<file path="src/rtl/uart_rx_fifo.sv">
// Byte FIFO between the UART receiver and the transmit side: strobe write, request/strobe read.
// Optional registered almost_full output enabled by defining UART_RX_FIFO_ALMOST_FULL_EN.
module uart_rx_fifo #(
    parameter int unsigned M     = 8,
    parameter int unsigned DEPTH = 16,
`ifdef UART_RX_FIFO_ALMOST_FULL_EN
    parameter int unsigned AF_LEVEL = DEPTH - 2,
`endif
    localparam int unsigned CW = $clog2(DEPTH + 1)
) (
    input  logic          clk,
    input  logic          reset,
    input  logic          wr_en,
    input  logic [M-1:0]  byte_in,
    input  logic          rd_en,
    output logic [M-1:0]  byte_out,
    output logic          ready_out,
    output logic          empty,
    output logic          full,
    output logic [CW-1:0] count,
`ifdef UART_RX_FIFO_ALMOST_FULL_EN
    output logic          almost_full,
`endif
    output logic          overflow
);

    localparam int unsigned AW = $clog2(DEPTH);

    logic [M-1:0]  mem_q [DEPTH];
    logic [AW-1:0] wr_ptr_q, wr_ptr_d;
    logic [AW-1:0] rd_ptr_q, rd_ptr_d;
    logic [CW-1:0] count_q, count_d;
    logic [M-1:0]  byte_out_q, byte_out_d;
    logic          ready_out_q, ready_out_d;
    logic          overflow_q, overflow_d;
    logic          wr_acc, rd_acc;

    assign empty = (count_q == '0);
    assign full  = (count_q == CW'(DEPTH));

    // A write into a full FIFO is still accepted when a read frees a slot in the same cycle.
    assign rd_acc = rd_en & ~empty;
    assign wr_acc = wr_en & (~full | rd_acc);

    always_comb begin
        wr_ptr_d    = wr_ptr_q;
        rd_ptr_d    = rd_ptr_q;
        byte_out_d  = byte_out_q;
        ready_out_d = rd_acc;
        overflow_d  = overflow_q;
        count_d     = count_q + CW'(wr_acc) - CW'(rd_acc);
        if (wr_acc) begin
            wr_ptr_d = wr_ptr_q + AW'(1);
        end
        if (rd_acc) begin
            rd_ptr_d   = rd_ptr_q + AW'(1);
            byte_out_d = mem_q[rd_ptr_q];
        end
        if (wr_en && !wr_acc) begin
            overflow_d = 1'b1;
        end
    end

    always_ff @(posedge clk or negedge reset) begin
        if (!reset) begin
            wr_ptr_q    <= '0;
            rd_ptr_q    <= '0;
            count_q     <= '0;
            byte_out_q  <= '0;
            ready_out_q <= 1'b0;
            overflow_q  <= 1'b0;
        end else begin
            wr_ptr_q    <= wr_ptr_d;
            rd_ptr_q    <= rd_ptr_d;
            count_q     <= count_d;
            byte_out_q  <= byte_out_d;
            ready_out_q <= ready_out_d;
            overflow_q  <= overflow_d;
        end
    end

    // Storage is intentionally not reset; pointers and count define validity.
    always_ff @(posedge clk) begin
        if (wr_acc) begin
            mem_q[wr_ptr_q] <= byte_in;
        end
    end

`ifdef UART_RX_FIFO_ALMOST_FULL_EN
    logic almost_full_q, almost_full_d;

    assign almost_full_d = (32'(count_d) >= AF_LEVEL);

    always_ff @(posedge clk or negedge reset) begin
        if (!reset) begin
            almost_full_q <= 1'b0;
        end else begin
            almost_full_q <= almost_full_d;
        end
    end

    assign almost_full = almost_full_q;
`endif

    assign byte_out  = byte_out_q;
    assign ready_out = ready_out_q;
    assign count     = count_q;
    assign overflow  = overflow_q;

endmodule

</file>
<file path="config.mk">
export PLATFORM = sky130hd
export DESIGN_NAME = uart_rx_fifo
export DESIGN_NICKNAME = d
export VERILOG_FILES = /design/src/rtl/uart_rx_fifo.sv
export SDC_FILE = /design/constraint.sdc
export NUM_CORES = 1
export LEC_CHECK = 0
export CORE_ASPECT_RATIO = 1.75
export CORE_MARGIN = 10
export CORE_UTILIZATION = 58
export DETAILED_ROUTE_END_ITERATION = 6
export GPL_ROUTABILITY_DRIVEN = 1
export HOLD_SLACK_MARGIN = 0.05
export MAX_ROUTING_LAYER = met4
export PLACE_DENSITY = 0.77
export SYNTH_ARGS = -nofsm -noshare
export SYNTH_HDL_FRONTEND = slang
export SYNTH_SLANG_ARGS = --single-unit
</file>
<file path="constraint.sdc">
create_clock -name clk -period 7.8 [get_ports clk]
set_input_delay 1.17 -clock clk [delete_from_list [all_inputs] [get_ports clk]]
set_output_delay 1.17 -clock clk [all_outputs]
set_load 0.05 [all_outputs]
</file>
# --- Yosys cells after proc, flatten, opt, wreduce, memory -nomap -nowiden ---
# Memories as Yosys holds them, arrays and structs flattened. A register that Yosys moved wholly into a read port is not among the register bits.
# Cells that the tools add are included.
# Widths: inputs -> output; s select.
classes:
  n_reduce_logical: 4
  muxes: 2
  addsub: 4
  bitwise_logic: 5
  eq_ne: 1
ops:
  columns: ["op", "n"]
  rows:
  - ["$add 4x1->4 const B", 2]
  - ["$add 5x1->5", 1]
  - ["$eq 5x5->1 const B", 1]
  - ["$logic_not 5->1", 1]
  - ["$sub 5x1->5", 1]
  - ["$and 1x1->1", 2]
  - ["$logic_not 1->1", 2]
  - ["$mux 1", 2]
  - ["$not 1->1", 2]
  - ["$logic_and 1x1->1", 1]
  - ["$or 1x1->1", 1]
totals:
  input_bits: 12
  out_inout_bits: 17
  mem_count: 1
  ram_bits: 128
  word_cells: 22
  regBits: 15
memory_table:
  columns: ["memory", "depth", "word_bits", "read_ports", "rd_clocked_by_memory_dff", "wr", "line_no", "source"]
  rows:
  - ["mem_q", 16, 8, 1, 1, 1, "29", "logic [M-1:0] mem_q [DEPTH];"]

# --- Longest topological paths before layout ---
# Gate-level depths: netlist of run 1.
depth:
  ltp_word: 7
  depth_mapped: 12
  depth_no_buf: 12

# --- Least setup slack after synthesis of run 1 ---
# OpenSTA, ideal clock, no wires.
synth_timing:
  path_type: "input port to flip-flop"
  from: "input rd_en"
  to: "register count_q[4], in the netlist count[4]"
  t_required_ns: 7.676
  stages: 10
  setup_time_ns: 0.124
  n_path_buf: 1
  t_arrival_ns: 2.739
  slack_ns: 4.936
  path_cell_list: "buf_2 inv_1 nor2_1 ha_1 inv_1 ha_1 fa_1 a21oi_1 o21bai_1 xnor2_1"
synth_via:
  elab_chain_len: 5
synth_rtl:
  columns: ["element", "line_no", "source"]
  rows:
  - ["start: declaration", "15", "input logic rd_en,"]
  - ["$and 1x1->1 (*)", "42", "assign rd_acc = rd_en & ~empty;"]
  - ["net rd_acc", "36", "logic wr_acc, rd_acc;"]
  - ["$or 1x1->1", "43", "assign wr_acc = wr_en & (~full | rd_acc);"]
  - ["$and 1x1->1", "43", null]
  - ["$add 5x1->5", "51", "count_d = count_q + CW'(wr_acc) - CW'(rd_acc);"]
  - ["$sub 5x1->5 (*)", "51", null]
  - ["net count_d[4]", "32", "logic [CW-1:0] count_q, count_d;"]
  - ["end signal: assignment", "75", "count_q <= count_d;"]
  - ["end: declaration", "32", null]
# Mark *: on every way through the listed nets, which the timed path passes. The rest lies on a longest branch.
# A chain may end at the register's enable or synchronous reset.

# --- Final worst setup path of run 1 ---
layout_timing:
  from: "register count_q[2], in the netlist count[2]"
  to: "output empty"
layout_via:
  elab_chain_len: 1
layout_rtl:
  columns: ["element", "line_no", "source"]
  rows:
  - ["$logic_not 5->1", "38", "assign empty = (count_q == '0);"]
  - ["end: declaration", "18", "output logic empty,"]
# Every way passes these cells.

==> results of run 1 <==
## metal layers
| metal | routed length, um | GRT usage (%) | part of all wire [%] | up-vias |
|---|---|---|---|---|
| met5 | 0 | - | 0 | - |
| met4 | 170 | 6.82 | 1.5 | 0 |
| met3 | 600 | 4.21 | 5.2 | 12 |
| met2 | 6360 | 27.9 | 56 | 80 |
| met1 | 4310 | 16.7 | 38 | 1462 |
| li1 | - | - | - | 1304 |
## cells in the mapped netlist
library cell / number
dfrtp_1: 23
xnor2_1: 5
nand2b_1: 2
o21ai_1: 1
a21oi_1: 2
buf_6: 2
mux2i_1: 16
nand2_1: 1
or3_1: 1
mux2_2: 1
mux4_2: 26
mux4_1: 6
buf_2: 6
ha_1: 11
fa_1: 1
nor3_1: 5
buf_12: 2
nor2_1: 13
buf_4: 3
buf_1: 1
o21bai_1: 1
o211ai_1: 5
inv_1: 9
and3_1: 1
inv_2: 1
xor2_1: 5
mux2_4: 1
a21o_1: 1
nand3_1: 3
nand4bb_1: 1
a31o_2: 1
o221ai_1: 8
or4b_4: 1
o21ai_0: 8
clkbuf_1: 2
edfxtp_1: 128
## where the power goes
group | leakage (nW) | switching, W | total, W | internal, W
clock network | 0.281 | 0.000314 | 0.000818 | 0.000503
logic | 0.749 | 0.000511 | 0.000887 | 0.000375
registers | 1.43 | 0.0000632 | 0.00107 | 0.00101
## worst paths after layout
kind,depth (start not counted),to,startpoint
worst max-delay path,5,empty,count[2]
worst min-delay path,1,overflow,overflow
worst max register to register,12,count[4],count[2]
worst min register to register,1,overflow,overflow
max in group asynchronous,1,rd_ptr_q[3],reset
min in group asynchronous,1,count[4],reset
## registers in the layout, indices dropped and copies added (netlist names)
name	flops
overflow	1
mem_q	128
ready_out	1
count	5
wr_ptr_q	4
rd_ptr_q	4
byte_out	8
## cells by family after synthesis
logic type	share of synthesized area [%]
XOR/XNOR	1.44
AO/OA/AOI/OAI	3.06
multiplexers	15.3
AND/OR/NAND/NOR	2.34
buffers and inverters	2.69
adder cells (fa/ha/maj)	2.59
flip-flops	72.6
## critical path: cells and delay by family, from the launching register on
kind	cells	cell delay, ns
flip-flops	1	0.40
buffers and inverters	3	1.09
AND/OR/NAND/NOR	1	0.50
adder cells (fa/ha/maj)	1	0.18
## layout make-up
class,instances,area (um^2)
flip-flops and latches,151,4420
fillers,651,3250
multi-input cells,127,1500
clock buffers,17,425
repair buffers,35,333
clock inverters,15,176
well taps,127,159
inverters,10,37.5
## metrics by stage
step / std cells / hold WS (ns)
finish: 482 / 0.488
CTS: 482 / 0.498
global placement: 450 / 0.452
detailed placement: 450 / 0.486
floorplan: 304 / 0.458
global route: 482 / 0.529
==> impl_results.md, run 1 <==
- Global-route wire length before repair: 17.8 mm
- Fmax: 0.266 GHz
- Clk sinks: 151
- Finished Cell Area: 7050 um^2
- Layout Nets: 366
- Synth top area share: 63.1%
- Routed wire per std cell: ~24 um
- R2r setup slk: 4.79 ns
- Drt drc: 0
- Via count: 2858
- Max cap viols: 0
- Pre-CTS WS: ~4 ns
- Clock period minus worst slack: 3.75 ns
- Startpoint Class: flop
- Most common cell after layout, fill and taps aside: edfxtp_1
- Synth area leaders: edfxtp_1 (63%), mux4_2 (9.6%), dfrtp_1 (9.5%)
- CP max stage cell: clkdlybuf4s50_1
- Initial antenna violation count: 0
- Clk buf depth: 2
- Vias per cell: 5.93
- Count of input and output buffers: 28
- Final period util: 48.1%
- Final GP Congestion: 0.760
- Slew HR: a little under a third
- Outcome: finished clean
- P&R area growth vs syn: 15.9%
- Crit-path max FO: 12
- Initial core utilization: between 50% and 60%
- Critical Path Sink Type: output port
- Leak Pwr: approximately 2.5 nW
- Placed instance area: 6450 um^2
- Resized cells post-CTS: 0
- Drt total wl: 11.4 mm
- Die X: 97.4 um
- Ant. Diodes: 0
- CTS tree: yes
- Mapped Area: 6090 um^2
- Final setup TNS: 0 ns
- Die Y: 156 um
- Final hold violation count: 0
- Layout cells sized above 1: between 10% and 20%
- Number of setup violations in the final report: 0
- Worst-path clk slew: 0.06 ns
- Max H-tree Level: 4
- Routed Antenna Nets: 0
- Total CTS buffers: 17
- Slowest cell delay on critical path: 0.84 ns
- Die area: ~15000 um^2
- Slew at the pin closest to its max-slew limit: just over 1 ns
- I/O pin count: 29
- Root Buffer: clkbuf_16
- Warnings from Yosys: 0
- Hold Path Class: reg2reg
- GRT Total Usage: 16.0%
- Most frequent cells in the layout: edfxtp_1 (128), clkdlybuf4s50_1 (28), mux4_2 (26), dfrtp_1 (23), clkbuf_16 (17)
- VDD IR max: 0.000395 V
- Row count: around 50
- Worst path cell trace: inv_1 > ha_1 > or4b_4 > inv_2 > clkdlybuf4s50_1
- Crit path arrival time: 2.58 ns
- Post-CTS setup repair buffer count: 0
- Worst skew pair latency: 0.41 ns
- Final Skew: ~0.0052 ns
- PnR worst setup slack: 4.05 ns
- Post-DP HPWL: roughly 7.5 mm
- Final core utilization: 68.5%
- Number of global-route vias before repair: 3103
- Drt pass-1 iters: 4
- RSZ-0062 raised after global routing: no
- Cells after Synth: between 300 and 400
- Yosys top cell by area: edfxtp_1
- Crit Path Class: reg2out
- Pwr Total: 0.00278 W
- Yosys reg bits: between 150 and 200
- Seq/Total Area, Yosys: 72.6%
- Synthesized area per cell: 20.0 um^2
- Largest net degree at the start of global routing: 35
- Initial DRC Count: around 200
- P per Cell Area: 394 nW/um^2
- Core area: 10300 um^2
- Syn nets: about 330
- Yosys cell types: 36
- Final Slew Violations: 0
- GRT overflow: 0
- Critical Path RT: 6.63 ns
- # hold bufs at CTS: 0
Power figures use the tool's default switching activity.
==> run 2: changes to the inputs <==
clock period = 3.5 ns   (was 7.8 ns; I/O delays follow)
==> run 2 against run 1 <==
Clock power is 130% higher. Highest routed layer unchanged. Register-to-register slack worse by 4.2 ns. Clock skew is 0.0021 ns higher. Hold slack got worse by 0.012 ns. Combinational power up 120%. Critical path type unchanged.
==> impl_results.md, run 2 (synthesized netlist as in run 1, its figures left out) <==
- Outcome: finished clean
- VDD IR max: 0.000607 V (+54%)
- Layout Nets: 378 (+3.3%)
- Final core utilization: 69.5% (+0.98 points)
- GRT overflow: 0 (unchanged)
- Drt pass-1 iters: 5 (+1)
- Root Buffer: clkbuf_16
- Final hold violation count: 0 (unchanged)
- Final period util: between 80% and 90%
- Worst path cell trace: inv_1 > ha_1 > or4b_4 > inv_2 > clkdlybuf4s50_1
- Post-DP HPWL: 7.69 mm (+2.3%)
- Hold_ws: 0.476 ns (-0.0118 ns)
- Initial antenna violation count: 0 (unchanged)
- Final GP Congestion: 0.786 (+3.5%)
- Dpl cells: 462 (+2.7%)
- Clock network power share: 29.7% (+0.3 points)
- Final Slew Violations: 0 (unchanged)
- Met2 wire length: 6.15 mm (-3.4%)
- Met1 wire length: 4.17 mm (-3.1%)
- Routed length on met3: 699 um (+17%)
- Pwr Total: 0.00626 W (+130%)
- Clk buf depth: 2 (unchanged)
- Initial core utilization: 59.1% (unchanged)
- Critical Path RT: 2.97 ns (-3.66 ns)
- Largest net degree at the start of global routing: 26 (-26%)
- Int Pwr: 0.00425 W (+130%)
- P&R area growth vs syn: 17.6%
- RSZ-0062 raised after global routing: no
- Vias per cell: 6.06 (+2.3%)
- I/O pin count: 29 (unchanged)
- Clk sinks: 151 (unchanged)
- Resized cells post-CTS: 0 (unchanged)
- Crit path arrival time: 2.57 ns (about the same)
- Routed Antenna Nets: 0 (unchanged)
- Row count: 49 (unchanged)
- Number of setup violations in the final report: 0 (unchanged)
- Count of input and output buffers: 28 (unchanged)
- Max cap viols: 0 (unchanged)
- Hold Path Class: reg2reg
- Slew HR: 30.5% (-1.2 points)
- Top reg by flops: mem_q
- Fillers: 639 (-1.8%)
- Switch share: 32.1% (+0.14 points)
- Global-route wire length before repair: 18.1 mm (+1.7%)
- Ant. Diodes: 0 (unchanged)
- Post-CTS setup repair buffer count: 0 (unchanged)
- GRT Total Usage: 16.1% (+0.086 points)
- CP Buf/Inv Count: 3 (unchanged)
- Most common cell after layout, fill and taps aside: edfxtp_1
- Final setup TNS: 0 ns (unchanged)
- Leak Pwr: 2.53 nW (+2.8%)
- Worst-path clk slew: 0.06 ns (about the same)
- Worst skew pair latency: 0.42 ns (about the same)
- Part of the power in registers: 39.5% (+0.9 points)
- Layout cells sized above 1: 22.1% (+2.9 points)
- Critical Path Sink Type: output port
- Core area: 10300 um^2 (unchanged)
- Startpoint Class: flop
- Post-route insts no fill: 494 (+2.5%)
- P_sw: 0.00201 W (+130%)
- Combinational Power Share: 30.8% (-1.1 points)
- Routed wire per std cell: 23.0 um (-3.2%)
- Crit-path max FO: 12 (unchanged)
- Die X: 97.4 um (unchanged)
- Clock period minus worst slack: between 3 and 4 ns
- Slowest cell delay on critical path: 0.83 ns (about the same)
- Most frequent cells in the layout: edfxtp_1 (128), clkdlybuf4s50_1 (28), mux4_2 (26), dfrtp_1 (23), buf_4 (19)
- Number of global-route vias before repair: 3315 (+6.8%)
- Final Skew: 0.00732 ns (+0.00210 ns)
- CP max stage cell: clkdlybuf4s50_1
- Initial DRC Count: 278 (+43%)
- Top Metal Used: met4
- # hold bufs at CTS: 0 (unchanged)
- CTS tree: yes
- Die area: 15200 um^2 (unchanged)
- Total CTS buffers: 17 (unchanged)
- Via count: 2996 (+4.8%)
- Max FFs per register: 128 (unchanged)
- Drt total wl: 11.3 mm (-0.82%)
- Slew at the pin closest to its max-slew limit: 1.04 ns (+0.0176 ns)
- Fmax: 0.323 GHz
- Drt drc: 0 (unchanged)
- Die Y: 156 um (unchanged)
- Crit Path Class: reg2out
- P per Cell Area: 875 nW/um^2 (+120%)
- Max H-tree Level: 4 (unchanged)
- CP top delay family: buffers and inverters
[run 2: through the flow]
step	cell area [um^2]	setup WS (ns)
6_report	7160	0.402
5_1_grt	7160	0.304
4_1_cts	7160	0.377
3_5_place_dp	6540	0.388
3_3_place_gp	6540	0.475
2_1_floorplan	6090	0.683
[run 2: layer usage]
metal	vias to the layer above	global-route usage, %
met3	28	5.10
li1	1332	-
met1	1528	16.5
met4	0	8.76
met5	-	-
met2	108	26.9
[run 2: path summary, 6_finish.rpt]
check / from / endpoint / slack (ns) / cells after the start
hold reg to reg: overflow / overflow / 0.48 / 1
min in group asynchronous: reset / count[1] / 0.68 / 1
hold / removal: overflow / overflow / 0.48 / 1
setup reg to reg: count[2] / count[4] / 0.58 / 12
max in group asynchronous: reset / wr_ptr_q[2] / 2.19 / 1
setup / recovery: count[2] / empty / 0.40 / 5
[run 2: layout make-up]
type	instances	area (um^2)	share of cell area, %
repair buffers	47	423	5.91
clock buffers	17	425	5.95
inverters	10	37.5	0.525
flip-flops and latches	151	4420	61.8
clock inverters	15	188	2.62
well taps	127	159	2.22
multi-input cells	127	1500	21.0
[run 2: power groups by stage]
stage                     Sequential, W  Combinational [W]  Clock, W
final                           0.00247            0.00193   0.00186
after CTS                       0.00248            0.00197   0.00189
after global placement          0.00249            0.00190         0
after global routing            0.00251            0.00208   0.00196
after detailed placement        0.00251            0.00195         0
after floorplan                 0.00266            0.00126         0
[run 2: worst reg2reg max path: cells and delay by family (launching register included)]
| family | cells | cell delay [ns] |
|---|---|---|
| buffers and inverters | 3 | 0.31 |
| xor gates and xnor gates | 1 | 0.13 |
| AOI/OAI and AO/OA | 2 | 0.26 |
| adders and majority gates | 4 | 1.10 |
| DFF | 1 | 0.39 |
| and+or+nand+nor | 2 | 0.63 |
==> variant 1 (config.mk and constraints of run 1) <==
Take the reset off `byte_out_q` and load it in a clocked block of its own.
--- a/src/rtl/uart_rx_fifo.sv
+++ b/src/rtl/uart_rx_fifo.sv
@@ -67,5 +67,4 @@
             rd_ptr_q    <= '0;
             count_q     <= '0;
-            byte_out_q  <= '0;
             ready_out_q <= 1'b0;
             overflow_q  <= 1'b0;
@@ -74,8 +73,11 @@
             rd_ptr_q    <= rd_ptr_d;
             count_q     <= count_d;
-            byte_out_q  <= byte_out_d;
             ready_out_q <= ready_out_d;
             overflow_q  <= overflow_d;
         end
+    end
+
+    always_ff @(posedge clk) begin
+        byte_out_q <= byte_out_d;
     end
 
Formal check against the unedited RTL: differs if reset is asserted again (counterexample within 4 cycles, from zero or initial values and one cycle with reset low); with reset held inactive, the same outputs for 10 cycles.
==> variant 1 against run 1 <==
  * Setup slack better by 240 ps
  * Sequential cell count did not move
  * Utilization shrank 0.93 points
  * Synthesized cell count rose by 7.9%
  * Wire length grew 2.1%
  * Final area fell by 2.0%
  * Non-clock buffer count shrank 5
  * Area after synthesis shrank 0.64%
  * Total power fell by 0.73%
  * Count of clock-buffer cells in the layout up 3
  * Critical path type is now in2reg
  * Critical endpoint is now count[4]$_DFF_PN0_
  * Largest cell class unchanged
  * Largest power group unchanged
==> variant 1: results (changes against run 1) <==
The tools report the routed length on met3 as 566 µm (was 600 µm). The number of buffers inserted to repair setup after CTS was 0 (unchanged). For the post-placement worst setup slack, the log shows 3867 ps (was 4075 ps). First-pass GRT wire length: 18290 µm (was 17820 µm). The number of instances in the placed design came out at 469 (was 450). The final weighted congestion of routability-driven global placement was 0.7934 (was 0.7595).

Top post-synthesis cells by area: sky130_fd_sc_hd__edfxtp_1, sky130_fd_sc_hd__dfrtp_1, sky130_fd_sc_hd__mux4_2 (was sky130_fd_sc_hd__edfxtp_1, sky130_fd_sc_hd__mux4_2, sky130_fd_sc_hd__dfrtp_1). The power density relative to cell area was 398.4 nW/µm² (was 393.5 nW/µm²). For the number of filler instances in the final layout, the log shows 641 (was 651). The tools report the routed length on met1 as 4405 µm (was 4306 µm).

The largest net degree at the start of global routing was 28 (was 35); the number of nets in the layout was 385 (was 366). For the total met2 wirelength after detailed routing, the log shows 6401 µm (was 6363 µm). The final setup skew came out at 7.081 ps (was 5.223 ps).

The highest-delay cell along the critical path was sky130_fd_sc_hd__nor2_1 (was sky130_fd_sc_hd__clkdlybuf4s50_1). The run gives 7644 µm (was 7520 µm) as the sum of net half-perimeters after detailed placement. For the cell area reported after detailed placement, the log shows 6371 µm² (was 6452 µm²). The wire length per cell was 23.36 µm (was 23.73 µm); the critical path arrival was 3840 ps (was 2580 ps).

The synthesized instance count is 328 (was 304), and the final critical-path setup slack is 4291 ps (was 4047 ps). The run gives 2.407 nW (was 2.461 nW) as the leakage power. The clock tree root buffer cell is sky130_fd_sc_hd__clkbuf_16 (unchanged). The via count of the first global-routing pass is 3170 (was 3103), and the worst hold margin is 471.4 ps (was 487.8 ps). The share of cells above drive strength 1 was 0.1340 (was 0.1915); the maximum ir drop on the vdd rail was 0.0003057 V (was 0.0003950 V).

The measured slew at the worst slew-check pin is 1310 ps (was 1022 ps), and the post-synth net total is 352 (was 328). The peak fanout along the critical path was 14 (was 12); the number of vias after detailed routing was 3025 (was 2858). The startpoint-to-endpoint class of the critical path is in2reg (was reg2out). The number of distinct library cell variants in the gate-level netlist after synthesis is 34 (was 36). The number of flops mapped to enable cells by yosys is 136 (was 128). Synth cell count leaders: sky130_fd_sc_hd__edfxtp_1, sky130_fd_sc_hd__mux2i_1, sky130_fd_sc_hd__mux4_2 (was sky130_fd_sc_hd__edfxtp_1, sky130_fd_sc_hd__mux4_2, sky130_fd_sc_hd__dfrtp_1).

The starting DRC count in detailed routing was 169 (was 195); the part of the Yosys area used for sequential elements was 0.7373 (was 0.7260). The final non-filler cell total was 500 (was 482). The flow ran to the end, and the final reports show no timing, DRC or antenna violations. The family with the most delay on the worst path was simple AND/OR/NAND/NOR gates (was buffers and inverters).
variant 1: per-layer routing:
metal,vias up,global-route usage
met4,0,0.08045
met1,1540,0.1734
met2,114,0.2845
li1,1352,-
met3,19,0.03725
met5,-,-
variant 1: report_power, final:
group | internal, mW | switching, mW
clock | 0.463 | 0.291
sequential | 1.03 | 0.129
combinational | 0.347 | 0.497
total | 1.84 | 0.916
variant 1: area by class of cell:
type,count,area share
flip-flops and latches,151,0.6449
inverters,10,0.005427
clock buffers,20,0.06313
multi-input cells,151,0.2051
repair buffers,30,0.04269
well taps,127,0.02297
clock inverters,11,0.01574
variant 1: cell families (layout without fill, tap and decap cells):
logic type / count (synthesis) / after routing / share of synthesized area
flops: 151 / 151 / 0.7373
mux: 49 / 49 / 0.1144
simple gates: 42 / 42 / 0.03186
compound gates: 38 / 38 / 0.04779
buf+inv: 26 / 71 / 0.02814
fa+ha+maj: 12 / 12 / 0.02607
xor+xnor: 10 / 10 / 0.01448
==> variant 2 (flow settings as in run 1) <==
Without the edit above. The option `UART_RX_FIFO_ALMOST_FULL_EN` is turned on by a define.
--- a/src/rtl/uart_rx_fifo.sv
+++ b/src/rtl/uart_rx_fifo.sv
@@ -1,4 +1,6 @@
 // Byte FIFO between the UART receiver and the transmit side: strobe write, request/strobe read.
 // Optional registered almost_full output enabled by defining UART_RX_FIFO_ALMOST_FULL_EN.
+`define UART_RX_FIFO_ALMOST_FULL_EN
+
 module uart_rx_fifo #(
     parameter int unsigned M     = 8,
Function (old outputs only; new: almost_full): kept (equiv_simple and equiv_induct, registers matched by name and starting in step).
==> variant 2 against run 1 <==
  * Area after synthesis shrank 0.29%
  * Setup slack gained 150 ps
  * Non-clock buffer count is 3 lower
  * Clock skew grew 1.5 ps
  * Total power increased by 6.1%
  * Final area increased by 0.69%
  * Critical path depth unchanged
  * Wire length up 10%
  * First-iteration DRC count decreased by 7.7%
  * Register-to-register slack lost 220 ps
  * Via count increased by 3.1%
  * Sequential cell count up 1
  * Critical path type unchanged
==> variant 2: results (changes against run 1) <==
The run finished with clean final reports. The first-pass GRT wire length is 19740 µm (was 17820 µm). The post-placement worst setup slack was 4104 ps (was 4075 ps); the worst max-slew margin expressed relative to the limit was 0.1292 (was 0.3167).

The tools report the final critical-path setup slack as 4199 ps (was 4047 ps). The worst reg-to-reg path cell count came out at 13 (was 12). The number of nets in the layout came out at 367 (was 366). The ratio of routed vias to standard cells works out to 6.089 (was 5.929). Top post-synthesis cells by area: sky130_fd_sc_hd__edfxtp_1, sky130_fd_sc_hd__mux4_2, sky130_fd_sc_hd__dfrtp_1 (unchanged). The number of filler instances in the final layout came out at 612 (was 651). The run gives 0.1797 (was 0.1602) as the global-route usage over all layers.

The final setup skew is 6.728 ps (was 5.223 ps), and the register-to-register path setup slack is 4570 ps (was 4790 ps). The logs give 180 (was 195) for the starting DRC count in detailed routing and 2.476 nW (was 2.461 nW) for the leakage power. The wire length per cell came out at 26.10 µm (was 23.73 µm). The endpoint of the worst register-to-register path is almost_full$_DFF_PN0_ (was count[4]$_DFF_PN0_).

The part of the Yosys area used for sequential elements was 0.7322 (was 0.7260). Worst hold margin: 467.3 ps (was 487.8 ps). Synth cell count leaders: sky130_fd_sc_hd__edfxtp_1, sky130_fd_sc_hd__mux4_2, sky130_fd_sc_hd__dfrtp_1 (unchanged). The peak fanout along the critical path was 3 (was 12); the final weighted congestion of routability-driven global placement was 0.8036 (was 0.7595). The tools report the cell area reported after detailed placement as 6446 µm² (was 6452 µm²). The count of buffers inserted at the top-level ports is 29 (was 28). The sum of net half-perimeters after detailed placement is 8043 µm (was 7520 µm), and the synthesized instance count is 308 (was 304).
-- variant 2: worst max-delay path: cells and delay by family, from the launching register on --
kind          cells  cell delay [ps]
simple gates      1              480
buf+inv           3              950
flops             1              400
fa+ha+maj         1              170
-- variant 2: where the power goes --
| group | total [mW] | switching [mW] | leakage [nW] | internal [mW] |
|---|---|---|---|---|
| Clock | 0.899 | 0.304 | 0.321 | 0.595 |
| Combinational | 0.947 | 0.563 | 0.714 | 0.384 |
| Sequential | 1.10 | 0.0801 | 1.44 | 1.02 |
| Total | 2.94 | 0.948 | 2.48 | 2.00 |
-- variant 2: cell type report --
type	count	area, µm²	area share
flip-flops and latches	152	4444	0.6257
multi-input cells	133	1500	0.2112
clock buffers	17	425.4	0.05989
repair buffers	32	312.8	0.04404
clock inverters	15	231.5	0.03259
well taps	127	158.9	0.02237
inverters	8	30.03	0.004228
-- variant 2: cell families (layout without fill, tap and decap cells) --
| family | count (synthesis) | count (layout) | synth area share |
|---|---|---|---|
| adders and majority gates | 11 | 11 | 0.02391 |
| DFF | 152 | 152 | 0.7322 |
| xor gates and xnor gates | 10 | 10 | 0.01443 |
| and+or+nand+nor | 48 | 48 | 0.03752 |
| AOI/OAI and AO/OA | 17 | 17 | 0.02597 |
| muxes | 47 | 47 | 0.1453 |
| buffers and inverters | 23 | 72 | 0.02061 |
-- variant 2: routing by layer --
layer / GRT usage / routed length [µm]
met1: 0.1929 / 4555
met2: 0.3117 / 7098
met3: 0.04080 / 675
met4: 0.07928 / 301
met5: - / 0
